<file path="src/rtl/id_ex_pipeline_register_pkg.sv">
// Shared widths, control-bit bundle and the write-through match helper for the ID/EX register.
package id_ex_pipeline_register_pkg;
  localparam int XLEN         = 32;
  localparam int ALU_OP_WIDTH = 4;
  localparam int STALL_CNT_W  = 32;
  localparam int REG_IDX_W    = 5;

  typedef struct packed {
    logic alu_src;
    logic mem_read;
    logic mem_write;
    logic mem_to_reg;
    logic reg_write_enable;
  } ctrl_t;

  localparam ctrl_t CTRL_BUBBLE = '0;

  // WB writing a nonzero rd that the decode instruction is reading this cycle
  function automatic logic wb_hit(input logic we, input logic [REG_IDX_W-1:0] wb_rd,
                                  input logic [REG_IDX_W-1:0] rs);
    return we && (wb_rd != '0) && (wb_rd == rs);
  endfunction
endpackage

</file>
<file path="src/rtl/id_ex_pipeline_register_load_use_detector.sv">
// Combinational load-use compare: a load in EX whose rd is read by the decode instruction.
module load_use_detector
  import id_ex_pipeline_register_pkg::*;
(
  input  logic                 ex_valid_i,
  input  logic                 ex_mem_read_i,
  input  logic [REG_IDX_W-1:0] ex_rd_i,
  input  logic                 id_valid_i,
  input  logic                 id_uses_rs_0_i,
  input  logic                 id_uses_rs_1_i,
  input  logic [REG_IDX_W-1:0] id_rs_0_i,
  input  logic [REG_IDX_W-1:0] id_rs_1_i,
  output logic                 load_use_o
);
  logic hit_0, hit_1;

  assign hit_0      = id_uses_rs_0_i && (ex_rd_i == id_rs_0_i);
  assign hit_1      = id_uses_rs_1_i && (ex_rd_i == id_rs_1_i);
  assign load_use_o = ex_valid_i && ex_mem_read_i && (ex_rd_i != '0) && id_valid_i
                      && (hit_0 || hit_1);
endmodule

</file>
<file path="src/rtl/id_ex_pipeline_register.sv">
// ID/EX pipeline register: latches decode outputs, inserts load-use bubbles, honours flush/hold.
module id_ex_pipeline_register
  import id_ex_pipeline_register_pkg::*;
#(
  parameter int XLEN         = id_ex_pipeline_register_pkg::XLEN,
  parameter int ALU_OP_WIDTH = id_ex_pipeline_register_pkg::ALU_OP_WIDTH,
  parameter int STALL_CNT_W  = id_ex_pipeline_register_pkg::STALL_CNT_W
) (
  input  logic                    clk,
  input  logic                    reset_n,
  input  logic                    ID_valid,
  input  logic [XLEN-1:0]         ID_pc,
  input  logic [4:0]              ID_read_register_0,
  input  logic [4:0]              ID_read_register_1,
  input  logic                    ID_uses_rs_0,
  input  logic                    ID_uses_rs_1,
  input  logic [4:0]              ID_destination_register,
  input  logic [XLEN-1:0]         ID_read_data_0,
  input  logic [XLEN-1:0]         ID_read_data_1,
  input  logic [XLEN-1:0]         ID_immediate,
  input  logic [ALU_OP_WIDTH-1:0] ID_alu_op,
  input  logic                    ID_alu_src,
  input  logic                    ID_mem_read,
  input  logic                    ID_mem_write,
  input  logic                    ID_mem_to_reg,
  input  logic                    ID_reg_write_enable,
  input  logic                    WB_reg_write_enable,
  input  logic [4:0]              WB_destination_register,
  input  logic [XLEN-1:0]         WB_write_data,
  input  logic                    flush,
  input  logic                    hold,
  output logic                    EX_valid,
  output logic [XLEN-1:0]         EX_pc,
  output logic [4:0]              EX_read_register_0,
  output logic [4:0]              EX_read_register_1,
  output logic                    EX_uses_rs_0,
  output logic                    EX_uses_rs_1,
  output logic [4:0]              EX_destination_register,
  output logic [XLEN-1:0]         EX_read_data_0,
  output logic [XLEN-1:0]         EX_read_data_1,
  output logic [XLEN-1:0]         EX_immediate,
  output logic [ALU_OP_WIDTH-1:0] EX_alu_op,
  output logic                    EX_alu_src,
  output logic                    EX_mem_read,
  output logic                    EX_mem_write,
  output logic                    EX_mem_to_reg,
  output logic                    EX_reg_write_enable,
  output logic                    ID_stall,
  output logic [STALL_CNT_W-1:0]  stall_count
);
  logic                    valid_q, valid_d;
  logic [XLEN-1:0]         pc_q, pc_d, d0_q, d0_d, d1_q, d1_d, imm_q, imm_d;
  logic [4:0]              rs0_q, rs0_d, rs1_q, rs1_d, rd_q, rd_d;
  logic                    u0_q, u0_d, u1_q, u1_d;
  logic [ALU_OP_WIDTH-1:0] op_q, op_d;
  ctrl_t                   ctrl_q, ctrl_d, ctrl_in;
  logic [STALL_CNT_W-1:0]  cnt_q, cnt_d;
  logic                    load_use, bubble;

  load_use_detector u_lud (
    .ex_valid_i     (valid_q),
    .ex_mem_read_i  (ctrl_q.mem_read),
    .ex_rd_i        (rd_q),
    .id_valid_i     (ID_valid),
    .id_uses_rs_0_i (ID_uses_rs_0),
    .id_uses_rs_1_i (ID_uses_rs_1),
    .id_rs_0_i      (ID_read_register_0),
    .id_rs_1_i      (ID_read_register_1),
    .load_use_o     (load_use)
  );

  assign ctrl_in = '{alu_src: ID_alu_src, mem_read: ID_mem_read, mem_write: ID_mem_write,
                     mem_to_reg: ID_mem_to_reg, reg_write_enable: ID_reg_write_enable};
  // flush beats hold; a load-use bubble is only inserted when the pipe is not frozen
  assign bubble   = flush || (!hold && load_use);
  assign ID_stall = load_use && !flush;

  always_comb begin
    valid_d = valid_q; pc_d = pc_q; rs0_d = rs0_q; rs1_d = rs1_q; u0_d = u0_q; u1_d = u1_q;
    rd_d = rd_q; d0_d = d0_q; d1_d = d1_q; imm_d = imm_q; op_d = op_q; ctrl_d = ctrl_q;
    cnt_d = cnt_q;
    if (bubble) begin
      valid_d = 1'b0; pc_d = '0; rs0_d = '0; rs1_d = '0; u0_d = 1'b0; u1_d = 1'b0;
      rd_d = '0; d0_d = '0; d1_d = '0; imm_d = '0; op_d = '0; ctrl_d = CTRL_BUBBLE;
    end else if (!hold) begin
      valid_d = ID_valid;
      pc_d    = ID_pc;
      rs0_d   = ID_read_register_0;
      rs1_d   = ID_read_register_1;
      u0_d    = ID_uses_rs_0;
      u1_d    = ID_uses_rs_1;
      rd_d    = ID_destination_register;
      d0_d    = wb_hit(WB_reg_write_enable, WB_destination_register, ID_read_register_0)
                ? WB_write_data : ID_read_data_0;
      d1_d    = wb_hit(WB_reg_write_enable, WB_destination_register, ID_read_register_1)
                ? WB_write_data : ID_read_data_1;
      imm_d   = ID_immediate;
      op_d    = ID_alu_op;
      ctrl_d  = ID_valid ? ctrl_in : CTRL_BUBBLE;
    end
    if (!flush && !hold && load_use && (cnt_q != '1)) cnt_d = cnt_q + STALL_CNT_W'(1);
  end

  always_ff @(posedge clk) begin
    if (!reset_n) begin
      valid_q <= 1'b0; pc_q <= '0; rs0_q <= '0; rs1_q <= '0; u0_q <= 1'b0; u1_q <= 1'b0;
      rd_q <= '0; d0_q <= '0; d1_q <= '0; imm_q <= '0; op_q <= '0; ctrl_q <= CTRL_BUBBLE;
      cnt_q <= '0;
    end else begin
      valid_q <= valid_d; pc_q <= pc_d; rs0_q <= rs0_d; rs1_q <= rs1_d; u0_q <= u0_d;
      u1_q <= u1_d; rd_q <= rd_d; d0_q <= d0_d; d1_q <= d1_d; imm_q <= imm_d; op_q <= op_d;
      ctrl_q <= ctrl_d; cnt_q <= cnt_d;
    end
  end

  assign EX_valid                = valid_q;
  assign EX_pc                   = pc_q;
  assign EX_read_register_0      = rs0_q;
  assign EX_read_register_1      = rs1_q;
  assign EX_uses_rs_0            = u0_q;
  assign EX_uses_rs_1            = u1_q;
  assign EX_destination_register = rd_q;
  assign EX_read_data_0          = d0_q;
  assign EX_read_data_1          = d1_q;
  assign EX_immediate            = imm_q;
  assign EX_alu_op               = op_q;
  assign EX_alu_src              = ctrl_q.alu_src;
  assign EX_mem_read             = ctrl_q.mem_read;
  assign EX_mem_write            = ctrl_q.mem_write;
  assign EX_mem_to_reg           = ctrl_q.mem_to_reg;
  assign EX_reg_write_enable     = ctrl_q.reg_write_enable;
  assign stall_count             = cnt_q;
endmodule

</file>
<file path="config.mk">
export PLATFORM = sky130hd
export DESIGN_NAME = id_ex_pipeline_register
export DESIGN_NICKNAME = d
export VERILOG_FILES = /design/src/rtl/id_ex_pipeline_register_pkg.sv /design/src/rtl/id_ex_pipeline_register_load_use_detector.sv /design/src/rtl/id_ex_pipeline_register.sv
export SDC_FILE = /design/constraint.sdc
export NUM_CORES = 1
export LEC_CHECK = 0
export ABC_AREA = 0
export ABC_CLOCK_PERIOD_IN_PS = 3550
export CELL_PAD_IN_SITES_DETAIL_PLACEMENT = 1
export CELL_PAD_IN_SITES_GLOBAL_PLACEMENT = 1
export CORE_MARGIN = 2
export CORE_UTILIZATION = 33
export CTS_BUF_LIST = sky130_fd_sc_hd__clkbuf_2 sky130_fd_sc_hd__clkbuf_4 sky130_fd_sc_hd__clkbuf_8
export DETAILED_ROUTE_END_ITERATION = 10
export PLACE_DENSITY = 0.86
export SYNTH_ARGS = -nofsm -noshare
export SYNTH_HDL_FRONTEND = slang
export SYNTH_SLANG_ARGS = --single-unit
</file>
<file path="constraint.sdc">
create_clock -name clk -period 3.55 [get_ports clk]
set_input_delay 0.71 -clock clk [delete_from_list [all_inputs] [get_ports clk]]
set_output_delay 0.71 -clock clk [all_outputs]
set_load 0.02 [all_outputs]
</file>
== After elaboration in Yosys (flattened, before gate mapping) ==
Cells that the tools add are included.
Widths: inputs -> output; s select.
Operators by class
  add/subtract/negate cells: 1
  eq/ne operators: 5
  mux-type cells: 3
  bitwise logic cells: 1
  reductions and logical operators: 21
Operators by type and width (count)
  $mux 32: 2
  $add 32x1->32 const B: 1
  $ne 32x32->1 const B: 1
  $eq 5x5->1: 4
  $logic_and 1x1->1: 14
  $reduce_bool 5->1: 2
  $mux 5: 1
  $logic_not 1->1: 2
  $logic_or 1x1->1: 2
  $reduce_or 2->1: 1
  $not 1->1: 1
Storage, ports and cells
  register bits after elaboration: 187
  output and inout bits: 188
  word-level logic and storage cells: 48

== Depth between registers and ports, before layout ==
  depth after elaboration: 7
  gate-level depth with buffers: 8
  gate-level depth less buffers: 7

== Cells and area by module ==
From an unflattened synthesis, not the netlist that was laid out.
Unflattened totals
  cells, all modules: 819
  area, all modules: 7957.6 µm²
By module, submodules not included
  id_ex_pipeline_register: instances 1, cells each 802, area an instance 7826.3 µm², seq. area each 3743.6 µm²
  load_use_detector: instances 1, cells each 17, area an instance 131.4 µm², seq. area each 0.0 µm²

== Worst setup path after synthesis ==
OpenSTA, ideal clock, no wires.
  path type: input-to-output
  start: in ID_read_register_1[4]
  end: out ID_stall
  data arrival time: 1.725 ns
  slack: 1.115 ns
  stages: 5
  path buffers: 0
  path through: xnor2_1 nand4_1 o22ai_4 o211ai_1 nor2_1
On the way
  longest elaborated chain between the ends: 5
Ends and longest elaborated chain
  from (decl): RTL line id_ex_pipeline_register.sv:14  | input logic [4:0] ID_read_register_1,
  $eq 5x5->1: RTL line id_ex_pipeline_register_load_use_detector.sv:18  | assign hit_1 = id_uses_rs_1_i && (ex_rd_i == id_rs_1_i);
  $logic_and 1x1->1: RTL line id_ex_pipeline_register_load_use_detector.sv:18
  $logic_or 1x1->1: RTL line id_ex_pipeline_register_load_use_detector.sv:20  | && (hit_0 || hit_1);
  $logic_and 1x1->1: RTL line id_ex_pipeline_register_load_use_detector.sv:20
  $logic_and 1x1->1: RTL line id_ex_pipeline_register.sv:76  | assign ID_stall = load_use && !flush;
  to (decl): RTL line id_ex_pipeline_register.sv:48  | output logic ID_stall,
No other way between the ends.

== Final worst setup path ==
  start: in ID_read_register_0[3]
  end: out ID_stall
On the way
  longest elaborated chain between the ends: 5
Ends and longest elaborated chain
  from (decl): RTL line id_ex_pipeline_register.sv:13  | input logic [4:0] ID_read_register_0,
  $eq 5x5->1: RTL line id_ex_pipeline_register_load_use_detector.sv:17  | assign hit_0 = id_uses_rs_0_i && (ex_rd_i == id_rs_0_i);
  $logic_and 1x1->1: RTL line id_ex_pipeline_register_load_use_detector.sv:17
  $logic_or 1x1->1: RTL line id_ex_pipeline_register_load_use_detector.sv:20
  $logic_and 1x1->1: RTL line id_ex_pipeline_register_load_use_detector.sv:20
  $logic_and 1x1->1: RTL line id_ex_pipeline_register.sv:76
No other way between the ends.

==> results_dict.tcl <==
set metrics [dict create \
    post-route-period-util_pct 95.9 \
    routedWlPerCell_um 19.2 \
    clk_pin_slew_ns 0.09 \
    yosysWarningCount 0 \
    cts_tree "done" \
    comb_power_share_pct 17.1 \
    ios 385 \
    h-tree-depth 4 \
    rows 57 \
    switchingPower_mw 1.22 \
    tightest_slew_ns 0.880 \
    criticalPathCategory "in -> out" \
    fin_crit_ns 3.40 \
    insertion_delay_ns 0.46 \
    drc_errors 0 \
    wirelength_um 29000 \
    core_mm2 0.0242 \
    slew_headroom_pct 41.4 \
    fin_nets 1367 \
    dp_hpwl_um 22000 \
    fmaxAchievable_mhz 294 \
    n_fill_cell 2696 \
    vias 7372 \
    grt_pass1_vias 7871 \
    rsz0062_at_grt "false" \
    clockBufferDepth 2 \
    swShare_pct 27.5 \
    synthTopCellsByArea "dfxtp_1 46%, mux2i_1 19%, mux2_2 8.2%" \
    drtAntennaViolNets 0 \
    dr.pass1.iters 4 \
    synth_cells 795 \
    place.gp.congestion 0.803 \
    dp_slack_ns 0.153 \
    grt_overflow 0 \
    p_int_mw 3.22 \
    numCtsBuffers 17 \
    n_antenna_cell 0 \
    pwr-share-seq_pct 49.3 \
    cts-resized-gates 0 \
    synth_cell_types 44 \
    cts_setup_buffers 0 \
    die_w_um 161 \
    peakVddDrop_mv 0.211 \
    power_density_mw_per_mm2 349 \
    crit_fanout 2 \
    startpoint_type "input port" \
    vias_per_cell 4.90 \
    cts_root_buffer "clkbuf_8" \
    maxSlewViolCount 0 \
    grt_max_degree 120 \
    worst_slack_ns 0.147 \
    power_frac_clock_pct 33.6 \
    dieArea_mm2 0.0259 \
    leakagePower_nw 4.89 \
    grt_usage_pct 22.0 \
    syn_avg_cell_area_um2 10.2 \
    end_kind "output port" \
    hold_class "reg -> reg" \
    finalSetupViolCount 0 \
    start_util_pct 33.5 \
    instances_no_fill 1506 \
    yosysSeqAreaShare_pct 46.1 \
    syn2layout_area_growth_pct 56.5 \
    skew_ns 0.0241 \
    drive_gt1_share_pct 9.98 \
    yosys.area.top_type "dfxtp_1" \
    drt-initial-drc-count 372 \
    synthTopCellsByCount "187 x dfxtp_1, 162 x nor2_1, 153 x mux2i_1, 59 x mux2_2, 25 x xnor2_1" \
    placed_cells_incl_taps 1474 \
    holdBufCountCts 0 \
    grt_pass1_wl_um 44600 \
    antenna_found_initial 0 \
    syn_nets 993 \
    async_flop_share_pct 0 \
    hold_viol 0 \
    cts_sinks 187 \
    synth_area_mm2 0.00813 \
    synth.top_cell.area_share_pct 46.1 \
    postSynthRegisterBits 187 \
    port_buffers 384 \
    status "complete, no violations" \
    die_h_um 161 \
    r2r_slack_ns 0.96 \
    synthFlopType "dfxtp_1" \
    cp.arrival_ns 2.69 \
    synth_most_common_cell "dfxtp_1" \
    fin_tns_setup_ns 0 \
    worstPathRequired_ns 2.84 \
    cap_violations 0 \
    synth_edf_count 0 \
]
-- metrics by stage --
stage | cell area, µm² | hold slack, ns | utilization [%] | power [mW]
floorplan | 8130 | 0.557 | - | 2.57
global placement | 12300 | 0.472 | 50.8 | 2.98
detailed placement | 12300 | 0.487 | 50.8 | 3.00
CTS | 12700 | 0.510 | 52.5 | 4.52
global route | 12700 | 0.527 | 52.5 | 4.65
finish | 12700 | 0.503 | 52.5 | 4.44
-- cell families (layout without fill, tap and decap cells) --
family | count (synthesis) | count (layout) | share of synthesized area (%)
adder cells (fa/ha/maj) | 1 | 1 | 0.154
multiplexers | 217 | 217 | 27.7
XOR/XNOR | 29 | 29 | 3.13
buffers and inverters | 50 | 437 | 3.22
AO/OA/AOI/OAI | 50 | 50 | 4.71
AND/OR/NAND/NOR | 261 | 261 | 15.0
flip-flops | 187 | 187 | 46.1
-- power by group through the flow --
stage / registers [mW] / logic, mW / clock network (mW)
6_report: 2.19 / 0.760 / 1.49
5_1_grt: 2.20 / 0.813 / 1.64
4_1_cts: 2.19 / 0.769 / 1.56
3_5_place_dp: 2.24 / 0.765 / 0
3_3_place_gp: 2.23 / 0.749 / 0
2_1_floorplan: 2.30 / 0.272 / 0
-- worst paths after layout --
kind / from / end / depth (start not counted)
min: EX_read_register_1[2]$_SDFFE_PP0N_ / EX_read_register_1[2]$_SDFFE_PP0N_ / 2
max: ID_read_register_0[3] / ID_stall / 7
min reg2reg: EX_read_register_1[2]$_SDFFE_PP0N_ / EX_read_register_1[2]$_SDFFE_PP0N_ / 2
max reg2reg: EX_destination_register[4]$_SDFFE_PP0N_ / EX_destination_register[0]$_SDFFE_PP0N_ / 7
-- area by class of cell --
type                            count  area (µm²)  share of cell area (%)
Multi-Input combinational cell    558        4120                    32.4
Timing Repair Buffer              402        4030                    31.7
Inverter                            3        11.3                  0.0885
Clock buffer                       19         262                    2.06
Clock inverter                     13         145                    1.14
Sequential cell                   187        3740                    29.4
Tap cell                          324         405                    3.19
-- layer usage --
layer  vias up  global-route usage [%]  part of all wire (%)
met2       238                    39.8                    51
met1      3568                    24.8                    40
met4         0                    7.79                   2.8
met5         -                       0                     0
met3        50                    6.20                   6.2
li1       3516                       -                     -
-- worst max-delay path: stages --
cell and delay (ns):
clkdlybuf4s50_1 0.54, xnor2_1 0.14, nand4_1 0.19, o22ai_4 0.22
o211ai_1 0.15, nor2_1 0.11, clkdlybuf4s50_1 0.63
-- placed cells by master, fill, tap and decap left out, types with 10 or more instances in the layout --
cell type / count
clkbuf_8: 20
dfxtp_1: 187
nand3_1: 12
clkdlybuf4s50_1: 383
nand4_1: 17
nand2b_1: 12
buf_4: 14
o31ai_1: 10
mux2i_1: 153
mux2_2: 59
xnor2_1: 25
nand2_1: 19
o211ai_1: 11
nor2_1: 162
(Power assumes the default switching activity.)
